## src/rtl/pipeline_sequencer.sv

```systemverilog
// pipeline_sequencer: stall/flush control for the 5-stage MIPS pipeline.
// Drives PC and IF/ID, ID/EX, EX/MEM, MEM/WB latch enables and bubble-inserts,
// resolves load-use, cache-miss and redirect hazards, and runs the halt drain.
// Optional build macro: PIPE_STATS_EN (load-use / mem-wait / flush counters).
module pipeline_sequencer #(
    parameter int DRAIN_CYCLES = 2,
    parameter int CNT_W        = 32
) (
    input  logic             CLK,
    input  logic             RST,
    input  logic             ihit,
    input  logic             dhit,
    input  logic             dmem_req,
    input  logic [31:0]      instr_id,
    input  logic             idex_memread,
    input  logic [4:0]       idex_wsel,
    input  logic             pc_redirect,
    input  logic             halt_ex,
    output logic             pc_en,
    output logic             ifid_en,
    output logic             idex_en,
    output logic             exmem_en,
    output logic             memwb_en,
    output logic             ifid_flush,
    output logic             idex_flush,
    output logic             halted,
    output logic [CNT_W-1:0] lu_cnt,
    output logic [CNT_W-1:0] mw_cnt,
    output logic [CNT_W-1:0] fl_cnt
);

    localparam int DCNT_W = $clog2(DRAIN_CYCLES + 1);
    localparam logic [DCNT_W-1:0] DRAIN_INIT = DCNT_W'(DRAIN_CYCLES);
    localparam logic [DCNT_W-1:0] DCNT_ONE   = DCNT_W'(1);

    typedef enum logic [1:0] {
        ST_RUN    = 2'd0,
        ST_DRAIN  = 2'd1,
        ST_HALTED = 2'd2
    } state_t;

    state_t            state_q, state_d;
    logic [DCNT_W-1:0] dcnt_q, dcnt_d;

    logic mem_wait_s;
    logic load_use_s;
    logic lu_hit_s;
    logic mw_hit_s;
    logic fl_hit_s;

    // Only the source-register fields of the ID instruction matter here.
    logic instr_unused_s;
    assign instr_unused_s = ^{instr_id[31:26], instr_id[15:0]};

    // Hazard detection and priority resolution into enables, flushes and next state.
    always_comb begin
        mem_wait_s = dmem_req & ~dhit;
        load_use_s = idex_memread & (idex_wsel != 5'd0) &
                     ((idex_wsel == instr_id[25:21]) | (idex_wsel == instr_id[20:16]));

        pc_en      = 1'b0;
        ifid_en    = 1'b0;
        idex_en    = 1'b0;
        exmem_en   = 1'b0;
        memwb_en   = 1'b0;
        ifid_flush = 1'b0;
        idex_flush = 1'b0;
        halted     = 1'b0;
        state_d    = state_q;
        dcnt_d     = dcnt_q;
        lu_hit_s   = 1'b0;
        mw_hit_s   = 1'b0;
        fl_hit_s   = 1'b0;

        if (RST) begin
            // Everything held low while reset is asserted.
            state_d = ST_RUN;
        end else begin
            case (state_q)
                ST_RUN: begin
                    if (mem_wait_s) begin
                        // Whole pipeline holds; outputs stay at their all-zero defaults.
                        mw_hit_s = 1'b1;
                    end else if (halt_ex) begin
                        // Squash the wrong-path slots behind HALT and start draining.
                        ifid_en    = 1'b1;
                        idex_en    = 1'b1;
                        exmem_en   = 1'b1;
                        memwb_en   = 1'b1;
                        ifid_flush = 1'b1;
                        idex_flush = 1'b1;
                        state_d    = ST_DRAIN;
                        dcnt_d     = DRAIN_INIT;
                    end else if (pc_redirect) begin
                        pc_en      = 1'b1;
                        ifid_en    = 1'b1;
                        idex_en    = 1'b1;
                        exmem_en   = 1'b1;
                        memwb_en   = 1'b1;
                        ifid_flush = 1'b1;
                        idex_flush = 1'b1;
                        fl_hit_s   = 1'b1;
                    end else if (load_use_s) begin
                        // Hold PC and IF/ID, drop one bubble into ID/EX.
                        idex_en    = 1'b1;
                        exmem_en   = 1'b1;
                        memwb_en   = 1'b1;
                        idex_flush = 1'b1;
                        lu_hit_s   = 1'b1;
                    end else if (!ihit) begin
                        // Fetch not ready: hold PC, feed a bubble into IF/ID.
                        ifid_en    = 1'b1;
                        idex_en    = 1'b1;
                        exmem_en   = 1'b1;
                        memwb_en   = 1'b1;
                        ifid_flush = 1'b1;
                    end else begin
                        pc_en    = 1'b1;
                        ifid_en  = 1'b1;
                        idex_en  = 1'b1;
                        exmem_en = 1'b1;
                        memwb_en = 1'b1;
                    end
                end
                ST_DRAIN: begin
                    if (mem_wait_s) begin
                        // Frozen; drain count holds until memory completes.
                        dcnt_d = dcnt_q;
                    end else begin
                        ifid_en    = 1'b1;
                        idex_en    = 1'b1;
                        exmem_en   = 1'b1;
                        memwb_en   = 1'b1;
                        ifid_flush = 1'b1;
                        idex_flush = 1'b1;
                        dcnt_d     = dcnt_q - DCNT_ONE;
                        if (dcnt_q <= DCNT_ONE) begin
                            state_d = ST_HALTED;
                        end else begin
                            state_d = ST_DRAIN;
                        end
                    end
                end
                ST_HALTED: begin
                    halted = 1'b1;
                end
                default: begin
                    state_d = ST_RUN;
                    dcnt_d  = '0;
                end
            endcase
        end
    end

    // Sequencer state and drain counter, synchronous reset.
    always_ff @(posedge CLK) begin
        if (RST) begin
            state_q <= ST_RUN;
            dcnt_q  <= '0;
        end else begin
            state_q <= state_d;
            dcnt_q  <= dcnt_d;
        end
    end

`ifdef PIPE_STATS_EN
    logic [CNT_W-1:0] lu_cnt_q, lu_cnt_d;
    logic [CNT_W-1:0] mw_cnt_q, mw_cnt_d;
    logic [CNT_W-1:0] fl_cnt_q, fl_cnt_d;

    // Saturating event counters; hit flags only ever fire in RUN.
    always_comb begin
        lu_cnt_d = lu_cnt_q;
        mw_cnt_d = mw_cnt_q;
        fl_cnt_d = fl_cnt_q;
        if (lu_hit_s && (lu_cnt_q != {CNT_W{1'b1}})) begin
            lu_cnt_d = lu_cnt_q + {{(CNT_W-1){1'b0}}, 1'b1};
        end else begin
            lu_cnt_d = lu_cnt_q;
        end
        if (mw_hit_s && (mw_cnt_q != {CNT_W{1'b1}})) begin
            mw_cnt_d = mw_cnt_q + {{(CNT_W-1){1'b0}}, 1'b1};
        end else begin
            mw_cnt_d = mw_cnt_q;
        end
        if (fl_hit_s && (fl_cnt_q != {CNT_W{1'b1}})) begin
            fl_cnt_d = fl_cnt_q + {{(CNT_W-1){1'b0}}, 1'b1};
        end else begin
            fl_cnt_d = fl_cnt_q;
        end
    end

    // Counter registers, cleared by reset.
    always_ff @(posedge CLK) begin
        if (RST) begin
            lu_cnt_q <= '0;
            mw_cnt_q <= '0;
            fl_cnt_q <= '0;
        end else begin
            lu_cnt_q <= lu_cnt_d;
            mw_cnt_q <= mw_cnt_d;
            fl_cnt_q <= fl_cnt_d;
        end
    end

    assign lu_cnt = lu_cnt_q;
    assign mw_cnt = mw_cnt_q;
    assign fl_cnt = fl_cnt_q;
`else
    // Statistics disabled: ports tied low, hit flags intentionally unused.
    logic stats_unused_s;
    assign stats_unused_s = lu_hit_s ^ mw_hit_s ^ fl_hit_s;
    assign lu_cnt = {CNT_W{1'b0}};
    assign mw_cnt = {CNT_W{1'b0}};
    assign fl_cnt = {CNT_W{1'b0}};
`endif

endmodule

```

## config.mk

```make
export PLATFORM = sky130hd
export DESIGN_NAME = pipeline_sequencer
export DESIGN_NICKNAME = d
export VERILOG_FILES = /design/src/rtl/pipeline_sequencer.sv
export SDC_FILE = /design/constraint.sdc
export NUM_CORES = 1
export LEC_CHECK = 0
export BUFFER_PORTS_ARGS = -buffer_cell sky130_fd_sc_hd__buf_2
export CAP_MARGIN = 10
export CORE_UTILIZATION = 33
export CTS_BUF_LIST = sky130_fd_sc_hd__clkbuf_4
export DETAILED_ROUTE_END_ITERATION = 10
export PLACE_DENSITY_LB_ADDON = 0.12
export REMOVE_ABC_BUFFERS = 1
export SLEW_MARGIN = 20
export SYNTH_ARGS = -nofsm -noshare
export SYNTH_HDL_FRONTEND = slang
export SYNTH_SLANG_ARGS = --single-unit
```

## constraint.sdc

```tcl
create_clock -name CLK -period 2.4 [get_ports CLK]
set_input_delay 0.48 -clock CLK [delete_from_list [all_inputs] [get_ports CLK]]
set_output_delay 0.48 -clock CLK [all_outputs]
set_load 0.02 [all_outputs]
```

==> impl_results.rst, run 1 <==
.. list-table::
   :header-rows: 1

   * - Metric
     - Value
   * - TritonCTS clock tree
     - yes
   * - Initial DRC Count
     - 11
   * - Arrival time at the worst endpoint
     - around 1.8 ns
   * - Worst setup margin
     - a little over 0.08 ns
   * - Core ar.
     - 0.00336 mm2
   * - Share of Yosys cell area claimed by the top area cell type
     - about 63%
   * - Setup violation total in the final timing report
     - 0
   * - Slowest CP cell
     - sky130_fd_sc_hd__or4_4
   * - Total Routed Length
     - 1.48 mm
   * - Clock sink count
     - 4
   * - Chip height
     - approximately 60 um
   * - Antenna Diode Count
     - 0
   * - Post-Place Worst Slack
     - -0.0140 ns
   * - Clock input transition at the sequential cells of the worst setup and hold paths
     - 0.04 ns
   * - Maximum single-stage delay on the critical path
     - 0.54 ns
   * - Highest-count cells in the layout ignoring fill and taps
     - sky130_fd_sc_hd__conb_1 (96), sky130_fd_sc_hd__buf_2 (29), sky130_fd_sc_hd__xor2_1 (10)
   * - Post-CTS setup buffers
     - 0
   * - Part of the cycle the worst path needs
     - 96.6%
   * - Post-synthesis area per instance
     - 7.58 um2
   * - Minimum period implied by the final worst setup slack
     - 2.32 ns
   * - Storage element area
     - 80.1 um2
   * - Minimum setup slack among reg-to-reg paths
     - 1.20 ns
   * - Max-capacitance violation count
     - 0
   * - CTS max path bufs
     - 2
   * - Fin Clk Skew
     - 0.000895 ns
   * - Number of max-slew violations in the final report
     - 0
   * - Top cell type by total area after synthesis
     - sky130_fd_sc_hd__buf_4
   * - Series of cell instances along the critical path
     - buf_2 -> or4_4 -> o21ai_4 -> o21ai_2 -> a2111oi_4 -> buf_4
   * - Via density per instance
     - around 3.2
   * - Crit Path Class
     - in2out
   * - Cell types with the largest area share after synthesis
     - sky130_fd_sc_hd__buf_4 (63%), sky130_fd_sc_hd__xor2_1 (7.5%), sky130_fd_sc_hd__dfxtp_1 (6.8%)
   * - Status
     - complete, no violations
   * - Final instance count without filler cells
     - roughly 230
   * - Routed length per placed instance
     - 6.35 um
   * - GPL Wtd Cong
     - a little under 0.7
   * - Site Rows
     - 21
   * - Synth Cell Area
     - between 0.001 and 0.0015 mm2
   * - Power per standard cell area
     - between 300 and 400 mW/mm2
   * - Global-route wire length before repair
     - 1.97 mm
   * - Gate count of the mapped netlist
     - 155
   * - Class of the worst hold path
     - in2reg
   * - Die area
     - approximately 0.0038 mm2
   * - Final core utilization
     - 31.5%
   * - Num ports
     - 149
   * - Placed wire-length estimate
     - 1.35 mm
   * - Number of global-route vias before repair
     - 494
   * - Highest fanout seen on the critical path
     - 2
   * - Count of input and output buffers
     - 30
   * - Required time of the critical path
     - 1.92 ns
   * - Layout net count
     - ~240
   * - Share of layout cells above drive strength 1
     - between 20 and 25%
   * - Overall fraction of global-route tracks in use
     - 7.39%
   * - Syn. warnings
     - 0
   * - Highest achievable clock rate
     - ~0.43 GHz
   * - Area used by multi-input combinational logic
     - approximately 710 um2
   * - Vias
     - 751
   * - Root buffer cell
     - sky130_fd_sc_hd__clkbuf_4
   * - DRC Markers
     - 0
   * - Sort of element at the end of the critical path
     - output port
   * - Largest voltage drop on the vdd net
     - 0.0852 mV
   * - Initial antenna violation count
     - 0
   * - Count of endpoints failing hold in the final timing report
     - 0
   * - Minimum hold slack
     - between 0.4 and 0.5 ns
   * - Pin count of the biggest net entering global routing
     - 11
   * - Worst Setup Start Kind
     - primary input
   * - Most common cell after layout, fill and taps aside
     - sky130_fd_sc_hd__conb_1
   * - Cell leakage power
     - around 0.63 nW
   * - Die width
     - 61.7 um
   * - Synth-to-layout area growth
     - -9.80%
   * - Placed Instances
     - 230
   * - Setup repair after global routing missed its margin
     - no
   * - Count of TritonRoute iterations in the first routing pass
     - 2
   * - Maximum level of the CTS H-tree
     - 1
   * - Number of buffers created by CTS
     - 3
   * - Initial core utilization
     - 34.9%
   * - Total global routing overflow
     - 0
   * - Filler cell count in the final layout
     - 373
   * - Post-route antenna net violation count
     - 0
   * - Seq/Total Area, Yosys
     - between 6 and 7%
   * - Clk_lat worst skew
     - 0.23 ns
   * - CTS Hold Bufs
     - 0
   * - Flop and latch count out of synthesis
     - 4
   * - Count of different cell masters after synthesis
     - 27
-- power breakdown --
| group | total (mW) | internal, mW | leakage (nW) | switching, mW |
|---|---|---|---|---|
| sequential | 0.0848 | 0.0744 | 0.0330 | 0.0104 |
| clock | 0.0828 | 0.0559 | 0.0138 | 0.0269 |
| combinational | 0.253 | 0.0568 | 0.586 | 0.197 |
| total | 0.421 | 0.187 | 0.633 | 0.234 |
-- cells in the mapped netlist --
| master | count |
|---|---|
| sky130_fd_sc_hd__a2111oi_2 | 1 |
| sky130_fd_sc_hd__a21oi_1 | 4 |
| sky130_fd_sc_hd__a22oi_2 | 1 |
| sky130_fd_sc_hd__a31o_2 | 1 |
| sky130_fd_sc_hd__and2_1 | 1 |
| sky130_fd_sc_hd__and3_1 | 1 |
| sky130_fd_sc_hd__buf_4 | 98 |
| sky130_fd_sc_hd__clkbuf_1 | 1 |
| sky130_fd_sc_hd__conb_1 | 1 |
| sky130_fd_sc_hd__dfxtp_1 | 4 |
| sky130_fd_sc_hd__ha_1 | 1 |
| sky130_fd_sc_hd__inv_1 | 4 |
| sky130_fd_sc_hd__nand2b_1 | 2 |
| sky130_fd_sc_hd__nand3_1 | 1 |
| sky130_fd_sc_hd__nor2_1 | 7 |
| sky130_fd_sc_hd__nor2b_1 | 2 |
| sky130_fd_sc_hd__nor3_1 | 4 |
| sky130_fd_sc_hd__nor3b_1 | 1 |
| sky130_fd_sc_hd__nor4b_1 | 1 |
| sky130_fd_sc_hd__o21ai_0 | 3 |
| sky130_fd_sc_hd__o21ai_2 | 1 |
| sky130_fd_sc_hd__o21ai_4 | 1 |
| sky130_fd_sc_hd__o21bai_1 | 1 |
| sky130_fd_sc_hd__o32a_1 | 1 |
| sky130_fd_sc_hd__or3_1 | 1 |
| sky130_fd_sc_hd__or4_4 | 1 |
| sky130_fd_sc_hd__xor2_1 | 10 |
-- final timing paths --
path | startpoint | end | cells after the start
worst max-delay path | idex_wsel[1] | pc_en | 6
worst min-delay path | RST | dcnt_q[0]$_SDFFE_PP0P_ | 2
worst max register to register | state_q[1]$_SDFFE_PP0P_ | state_q[1]$_SDFFE_PP0P_ | 3
worst min register to register | state_q[1]$_SDFFE_PP0P_ | state_q[0]$_SDFFE_PP0P_ | 1
-- registers in the layout, summed over array words and instances, names as in the netlist --
| name | cells |
|---|---|
| dcnt_q | 2 |
| state_q | 2 |
-- metal layers --
layer  share of wire [%]  vias to the layer above  track usage [%]
li1                    -                      363                -
met1                  33                      319             7.12
met2                  54                       67             13.4
met3                  13                        2             2.52
met4                0.61                        0             4.76
met5                   0                        -                0
-- per-stage QoR --
stage	cell area [um2]	power, mW	setup TNS, ns
final	1060	0.421	0
after global routing	1060	0.460	0
after CTS	1040	0.422	0
after detailed placement	1020	0.333	-0.0140
after global placement	1020	0.332	0
after floorplan	792	0.283	0
-- what timing repair did --
action                     in CTS  in global routing
setup endpoints to repair       1                  1
gates resized for setup         0                  2
pin swaps                       1                  1
-- cells by family (layout without fill, tap and decap cells) --
kind of cell | Yosys count | count (layout) | synth area share (%)
other | 1 | 96 | 0.319
adders and majority gates | 1 | 1 | 1.06
and+or+nand+nor | 22 | 22 | 10.4
AOI/OAI and AO/OA | 14 | 14 | 9.69
DFF | 4 | 4 | 6.82
buffers and inverters | 103 | 40 | 64.2
xor gates and xnor gates | 10 | 10 | 7.45
-- critical path: cells and delay by family --
kind | cells | cell delay (ns)
AOI/OAI and AO/OA | 3 | 0.52
and+or+nand+nor | 1 | 0.54
buffers and inverters | 2 | 0.30
-- cell type report --
| type | count | area share (%) |
|---|---|---|
| Inverter | 4 | 1.42 |
| Tap cell | 46 | 5.43 |
| Clock buffer | 3 | 2.13 |
| Multi-Input combinational cell | 143 | 66.9 |
| Timing Repair Buffer | 33 | 16.5 |
| Sequential cell | 4 | 7.56 |
(Power assumes the default switching activity.)
==> run 2, diff against run 1 <==
Settings changed: CORE_UTILIZATION 33 to 36.
Clock period 2.4 ns to 2.8 ns, I/O delays scaled along.
==> impl_results.rst, run 2 (synthesis results as in run 1) <==
.. list-table::
   :header-rows: 1

   * - Metric
     - Value
   * - Global-route wire length before repair
     - 1.99 mm (+0.71%)
   * - Core ar.
     - 0.00308 mm2 (-8.5%)
   * - Setup violation total in the final timing report
     - 0 (unchanged)
   * - Total global routing overflow
     - 0 (unchanged)
   * - WL met1
     - 453 um (-6.8%)
   * - Required time of the critical path
     - 2.24 ns (+0.32 ns)
   * - Clock sink count
     - 4 (unchanged)
   * - Highest routing layer actually used
     - met3
   * - TritonCTS clock tree
     - yes
   * - Met3 layer wire length in the routed design
     - 188 um (unchanged)
   * - Highest-count cells in the layout ignoring fill and taps
     - sky130_fd_sc_hd__conb_1 (96), sky130_fd_sc_hd__buf_2 (30), sky130_fd_sc_hd__xor2_1 (10)
   * - Maximum level of the CTS H-tree
     - 1 (unchanged)
   * - Worst Setup Start Kind
     - primary input
   * - Logic depth of the worst register-to-register path
     - 3 (unchanged)
   * - Highest achievable clock rate
     - 0.381 GHz
   * - Sequential share of power
     - 20.7% (+0.6 points)
   * - Overall fraction of global-route tracks in use
     - 7.36% (-0.035 points)
   * - Antenna Diode Count
     - 0 (unchanged)
   * - Arrival time at the worst endpoint
     - 2.07 ns (+0.23 ns)
   * - Switching share of power
     - 55.7% (+0.16 points)
   * - DRC Markers
     - 0 (unchanged)
   * - Cell leakage power
     - 0.618 nW (-2.4%)
   * - Maximum single-stage delay on the critical path
     - 0.54 ns (about the same)
   * - Detailed route wirelength on metal2
     - 804 um (+1.1%)
   * - Highest fanout seen on the critical path
     - 4 (+2)
   * - Post-Place Worst Slack
     - 0.152 ns (+0.166 ns)
   * - Power per standard cell area
     - 345 mW/mm2 (-13%)
   * - Vias
     - 767 (+2.1%)
   * - Die area
     - 0.00350 mm2 (-8.1%)
   * - Internal portion of total power
     - 156 uW (-17%)
   * - GPL Wtd Cong
     - 0.804 (+16%)
   * - Fin Clk Skew
     - 0.00176 ns (+0.000861 ns)
   * - Initial antenna violation count
     - 0 (unchanged)
   * - Count of TritonRoute iterations in the first routing pass
     - 3 (+1)
   * - Layout net count
     - 232 (-1.3%)
   * - Combinational share of power
     - 60.1% (about the same)
   * - Most common cell after layout, fill and taps aside
     - sky130_fd_sc_hd__conb_1
   * - Part of the cycle the worst path needs
     - 93.8%
   * - Initial DRC Count
     - 11 (unchanged)
   * - Max-capacitance violation count
     - 0 (unchanged)
   * - Placed wire-length estimate
     - 1.34 mm (-0.95%)
   * - Final core utilization
     - 33.1% (+1.6 points)
   * - Minimum period implied by the final worst setup slack
     - 2.63 ns
   * - Clk_lat worst skew
     - 0.23 ns (about the same)
   * - Crit Path Class
     - in2out
   * - Initial core utilization
     - 38.2% (+3.2 points)
   * - Pin count of the biggest net entering global routing
     - 11 (unchanged)
   * - Count of input and output buffers
     - 30 (unchanged)
   * - Switching power
     - 196 uW (-16%)
   * - Clock power share
     - 19.2% (-0.5 points)
   * - Post-CTS setup buffers
     - 0 (unchanged)
   * - Top flop regs
     - dcnt_q (2), state_q (2)
   * - Chip height
     - 59.1 um (-4.1%)
   * - CTS resizes
     - 0 (unchanged)
   * - Slowest CP cell
     - sky130_fd_sc_hd__or4_4
   * - CTS Hold Bufs
     - 0 (unchanged)
   * - Post-route antenna net violation count
     - 0 (unchanged)
   * - Number of max-slew violations in the final report
     - 0 (unchanged)
   * - Root buffer cell
     - sky130_fd_sc_hd__clkbuf_4
   * - Worst setup margin
     - 0.175 ns (+0.0936 ns)
   * - Number of global-route vias before repair
     - 498 (+0.81%)
   * - Sort of element at the end of the critical path
     - output port
   * - Series of cell instances along the critical path
     - buf_2 -> or4_4 -> o21ai_4 -> o21ai_2 -> a2111oi_2 -> buf_2
   * - Count of endpoints failing hold in the final timing report
     - 0 (unchanged)
   * - Num ports
     - 149 (unchanged)
   * - Class of the worst hold path
     - reg2reg
   * - Largest voltage drop on the vdd net
     - 0.107 mV (+26%)
   * - Setup tns final
     - 0 ns (unchanged)
   * - Routed length per placed instance
     - 6.35 um (about the same)
   * - Setup repair after global routing missed its margin
     - no
   * - Clock input transition at the sequential cells of the worst setup and hold paths
     - 0.04 ns (about the same)
   * - Die width
     - 59.1 um (-4.1%)
   * - CTS max path bufs
     - 2 (unchanged)
   * - Total Routed Length
     - 1.45 mm (-2.2%)
   * - Synth-to-layout area growth
     - -13.2%
   * - Share of layout cells above drive strength 1
     - 21.2% (-1.3 points)
   * - Worst hold stages
     - 1 (-1)
   * - Dominant cell type by count on the critical path
     - sky130_fd_sc_hd__buf_2
   * - Number of buffers created by CTS
     - 3 (unchanged)
   * - Via density per instance
     - 3.36 (+4.4%)
   * - Status
     - complete, no violations
   * - Site Rows
     - 20 (-4.8%)
run 2: stage by stage:
| step | cell area, um2 | cells | hold slack [ns] | total power [mW] |
|---|---|---|---|---|
| 6_report | 1020 | 228 | 0.546 | 0.352 |
| 5_1_grt | 1020 | 228 | 0.565 | 0.379 |
| 4_1_cts | 1020 | 228 | 0.548 | 0.355 |
| 3_5_place_dp | 997 | 225 | 0.547 | 0.283 |
| 3_3_place_gp | 997 | 225 | 0.527 | 0.282 |
| 2_1_floorplan | 792 | 151 | 0.488 | 0.242 |
run 2: layout make-up:
type | instances | area, um2
Timing Repair Buffer | 30 | 150
Multi-Input combinational cell | 143 | 697
Sequential cell | 4 | 80.1
Inverter | 4 | 15.0
Clock buffer | 3 | 22.5
Tap cell | 44 | 55.1
Fill cell | 333 | 2060
run 2: worst paths after layout:
path | from | endpoint | slack [ns]
setup / recovery | idex_wsel[1] | pc_en | 0.17
hold reg to reg | state_q[1]$_SDFFE_PP0P_ | state_q[0]$_SDFFE_PP0P_ | 0.55
hold / removal | state_q[1]$_SDFFE_PP0P_ | state_q[0]$_SDFFE_PP0P_ | 0.55
setup reg to reg | state_q[1]$_SDFFE_PP0P_ | state_q[1]$_SDFFE_PP0P_ | 1.63
run 2: power groups by stage:
| stage | Sequential (mW) | Combinational [mW] | Clock (mW) |
|---|---|---|---|
| floorplan | 0.0712 | 0.171 | 0 |
| global placement | 0.0729 | 0.209 | 0 |
| detailed placement | 0.0734 | 0.210 | 0 |
| CTS | 0.0725 | 0.210 | 0.0723 |
| global route | 0.0734 | 0.231 | 0.0745 |
| finish | 0.0727 | 0.212 | 0.0676 |
run 2: layer usage:
layer,global-route usage (%),up-vias
li1,-,356
met1,6.87,334
met2,15.1,77
met3,1.53,0
met4,3.06,0
met5,0,-
run 2: critical path: cells and delay by family:
family / cells / cell delay (ns)
buf+inv: 2 / 0.34
compound gates: 3 / 0.61
simple gates: 1 / 0.54
==> run 3, diff against run 2 <==
Settings changed: ABC_AREA from default to 1, CORE_UTILIZATION 36 to 37.
==> impl_results.rst, run 3 <==
.. list-table::
   :header-rows: 1

   * - Metric
     - Value
   * - GPL Wtd Cong
     - 0.739 (-8.2%)
   * - CTS resizes
     - 0 (unchanged)
   * - Final std cell area, no fill
     - 0.00111 mm2 (+9.2%)
   * - Dominant cell by count in the synthesized netlist
     - sky130_fd_sc_hd__buf_4
   * - Setup tns final
     - 0 ns (unchanged)
   * - Async set-reset flop share out of synthesis
     - 0% (unchanged)
   * - Layout net count
     - 273 (+18%)
   * - Cell leakage power
     - 0.767 nW (+24%)
   * - Placed instance area
     - 0.00109 mm2 (+9.4%)
   * - End of the worst register-to-register path
     - state_q[0]$_SDFFE_PP0P_
   * - Via density per instance
     - 3.33 (-1.1%)
   * - Share of Yosys cell area claimed by the top area cell type
     - 58.2% (-4.5 points)
   * - Placed Instances
     - 266 (+18%)
   * - Post-synthesis area per instance
     - 6.49 um2 (-14%)
   * - Fin Clk Skew
     - 0.000648 ns (-0.00111 ns)
   * - Post-CTS setup buffers
     - 0 (unchanged)
   * - Commonest cells post-synth
     - sky130_fd_sc_hd__buf_4 (98), sky130_fd_sc_hd__nand2_1 (27), sky130_fd_sc_hd__inv_1 (22)
   * - Number of max-slew violations in the final report
     - 0 (unchanged)
   * - Highest fanout seen on the critical path
     - 3 (-1)
   * - Initial DRC Count
     - 10 (-1)
   * - Synth Flop Type
     - sky130_fd_sc_hd__dfxtp_1
   * - Maximum level of the CTS H-tree
     - 1 (unchanged)
   * - Highest-count cells in the layout ignoring fill and taps
     - sky130_fd_sc_hd__conb_1 (96), sky130_fd_sc_hd__buf_2 (30), sky130_fd_sc_hd__nand2_1 (27)
   * - Final instance count without filler cells
     - 269 (+18%)
   * - Sort of element at the end of the critical path
     - output port
   * - Chip height
     - 60.5 um (+2.3%)
   * - Total Routed Length
     - 1.69 mm (+17%)
   * - TritonCTS clock tree
     - yes
   * - Post-route antenna net violation count
     - 0 (unchanged)
   * - DRC Markers
     - 0 (unchanged)
   * - Die area
     - 0.00366 mm2 (+4.6%)
   * - Setup violation total in the final timing report
     - 0 (unchanged)
   * - Status
     - complete, no violations
   * - Top cell type by total area after synthesis
     - sky130_fd_sc_hd__buf_4
   * - Num ports
     - 149 (unchanged)
   * - Power per standard cell area
     - 343 mW/mm2 (-0.57%)
   * - Synth-to-layout area growth
     - -12.0%
   * - Count of TritonRoute iterations in the first routing pass
     - 4 (+1)
   * - Minimum setup slack among reg-to-reg paths
     - 1.65 ns (+0.02 ns)
   * - Clk_lat worst skew
     - 0.23 ns (about the same)
   * - Core ar.
     - 0.00315 mm2 (+2.4%)
   * - CTS Hold Bufs
     - 0 (unchanged)
   * - Number of buffers created by CTS
     - 3 (unchanged)
   * - Crit Path Class
     - in2out
   * - Gate count of the mapped netlist
     - 195 (+26%)
   * - CP Capture Point
     - pc_en
   * - Site Rows
     - 20 (unchanged)
   * - Final core utilization
     - 35.3% (+2.2 points)
   * - Initial core utilization
     - 40.1% (+1.9 points)
   * - CTS max path bufs
     - 2 (unchanged)
   * - Filler cell count in the final layout
     - 381 (+14%)
   * - Root buffer cell
     - sky130_fd_sc_hd__clkbuf_4
   * - Timing startpoint of the critical path
     - idex_wsel[2]
   * - Top flop regs
     - dcnt_q (2), state_q (2)
   * - Part of the cycle the worst path needs
     - 75.4% (-18 points)
   * - Count of input and output buffers
     - 30 (unchanged)
   * - Pin count of the biggest net entering global routing
     - 7 (-4)
   * - Placed wire-length estimate
     - 1.58 mm (+18%)
   * - Clock sink count
     - 4 (unchanged)
   * - Arrival time at the worst endpoint
     - 1.55 ns (-0.52 ns)
   * - Routed length per placed instance
     - 6.30 um (-0.77%)
   * - Die width
     - 60.5 um (+2.3%)
   * - Global-route wire length before repair
     - 2.29 mm (+15%)
   * - Class of the worst hold path
     - reg2reg
   * - Highest achievable clock rate
     - 0.474 GHz (+24%)
   * - Total global routing overflow
     - 0 (unchanged)
   * - Flop and latch count out of synthesis
     - 4 (unchanged)
   * - Post-synth EDFFs
     - 0 (unchanged)
   * - Share of layout cells above drive strength 1
     - 21.3% (+0.14 points)
   * - Count of endpoints failing hold in the final timing report
     - 0 (unchanged)
   * - Number of global-route vias before repair
     - 583 (+17%)
   * - Clock input transition at the sequential cells of the worst setup and hold paths
     - 0.04 ns (about the same)
   * - Syn. warnings
     - 0 (unchanged)
   * - PnR Total Power
     - 382 uW (+8.6%)
   * - Worst R2R Start
     - dcnt_q[1]$_SDFFE_PP0P_
   * - Cell types with the largest area share after synthesis
     - sky130_fd_sc_hd__buf_4 (58%), sky130_fd_sc_hd__nand2_1 (8.0%), sky130_fd_sc_hd__inv_1 (6.5%)
   * - Worst Setup Start Kind
     - primary input
   * - Overall fraction of global-route tracks in use
     - 8.39% (+1.0 points)
   * - Required time of the critical path
     - 2.24 ns (about the same)
   * - Antenna Diode Count
     - 0 (unchanged)
   * - Minimum period implied by the final worst setup slack
     - 2.11 ns (-0.515 ns)
   * - Most common cell after layout, fill and taps aside
     - sky130_fd_sc_hd__conb_1
   * - Setup repair after global routing missed its margin
     - no
   * - Seq/Total Area, Yosys
     - 6.33% (-0.49 points)
   * - Initial antenna violation count
     - 0 (unchanged)
   * - Largest voltage drop on the vdd net
     - 0.116 mV (+7.9%)
   * - Count of different cell masters after synthesis
     - 26 (-3.7%)
   * - Logic depth of the worst register-to-register path
     - 6 (+3)
   * - Max-capacitance violation count
     - 0 (unchanged)
   * - Vias
     - 895 (+17%)
   * - Synth Cell Area
     - 0.00126 mm2 (+7.7%)
[run 3: layer usage]
metal	share of wire, %	vias to the layer above	global-route usage (%)
met5	0	-	0
met1	35	369	9.36
met3	13	0	2.13
met2	52	73	15.4
met4	0	0	2.92
li1	-	453	-
[run 3: kinds of logic after synthesis]
group,count (synthesis),share of synthesized area (%)
other,1,0.296
adders and majority gates,1,0.989
DFF,4,6.33
and+or+nand+nor,53,19.3
xor gates and xnor gates,2,1.39
AOI/OAI and AO/OA,11,5.94
buffers and inverters,123,65.8
[run 3: area by class of cell]
class / instances / area (um2) / share of cell area, %
repair buffers: 30 / 150 / 13.5
flip-flops and latches: 4 / 80.1 / 7.19
multi-input cells: 163 / 709 / 63.7
inverters: 25 / 96.3 / 8.65
well taps: 44 / 55.1 / 4.94
clock buffers: 3 / 22.5 / 2.02
[run 3: worst min-delay path by stage]
stage                     cells after the start  slack, ns              startpoint                endpoint
after detailed placement                      1       0.46  dcnt_q[0]$_SDFFE_PP0P_  dcnt_q[0]$_SDFFE_PP0P_
after CTS                                     1       0.46  dcnt_q[0]$_SDFFE_PP0P_  dcnt_q[0]$_SDFFE_PP0P_
after global placement                        1       0.46  dcnt_q[0]$_SDFFE_PP0P_  dcnt_q[0]$_SDFFE_PP0P_
after global routing                          1       0.50  dcnt_q[0]$_SDFFE_PP0P_  dcnt_q[0]$_SDFFE_PP0P_
final                                         1       0.46  dcnt_q[0]$_SDFFE_PP0P_  dcnt_q[0]$_SDFFE_PP0P_
after floorplan                               1       0.43  dcnt_q[0]$_SDFFE_PP0P_  dcnt_q[0]$_SDFFE_PP0P_
[run 3: through the flow]
step                setup WS, ns  hold slack (ns)
global route               0.598            0.504
floorplan                  0.252            0.432
global placement           0.700            0.461
CTS                        0.677            0.463
finish                     0.690            0.459
detailed placement         0.677            0.460
[run 3: report_power, final]
| group | total, mW | switching (mW) | internal, mW |
|---|---|---|---|
| sequential | 0.0727 | 0.00681 | 0.0659 |
| combinational | 0.240 | 0.189 | 0.0510 |
| clock | 0.0692 | 0.0214 | 0.0478 |
| total | 0.382 | 0.217 | 0.165 |
[run 3: worst max-delay path, cell delays in order]
cell and delay [ns]:
sky130_fd_sc_hd__buf_2 0.11, sky130_fd_sc_hd__inv_1 0.09, sky130_fd_sc_hd__nand4_1 0.10, sky130_fd_sc_hd__o21ai_0 0.17
sky130_fd_sc_hd__inv_1 0.09, sky130_fd_sc_hd__nand2_2 0.08, sky130_fd_sc_hd__nand2_1 0.06, sky130_fd_sc_hd__a21oi_2 0.11
sky130_fd_sc_hd__buf_2 0.17
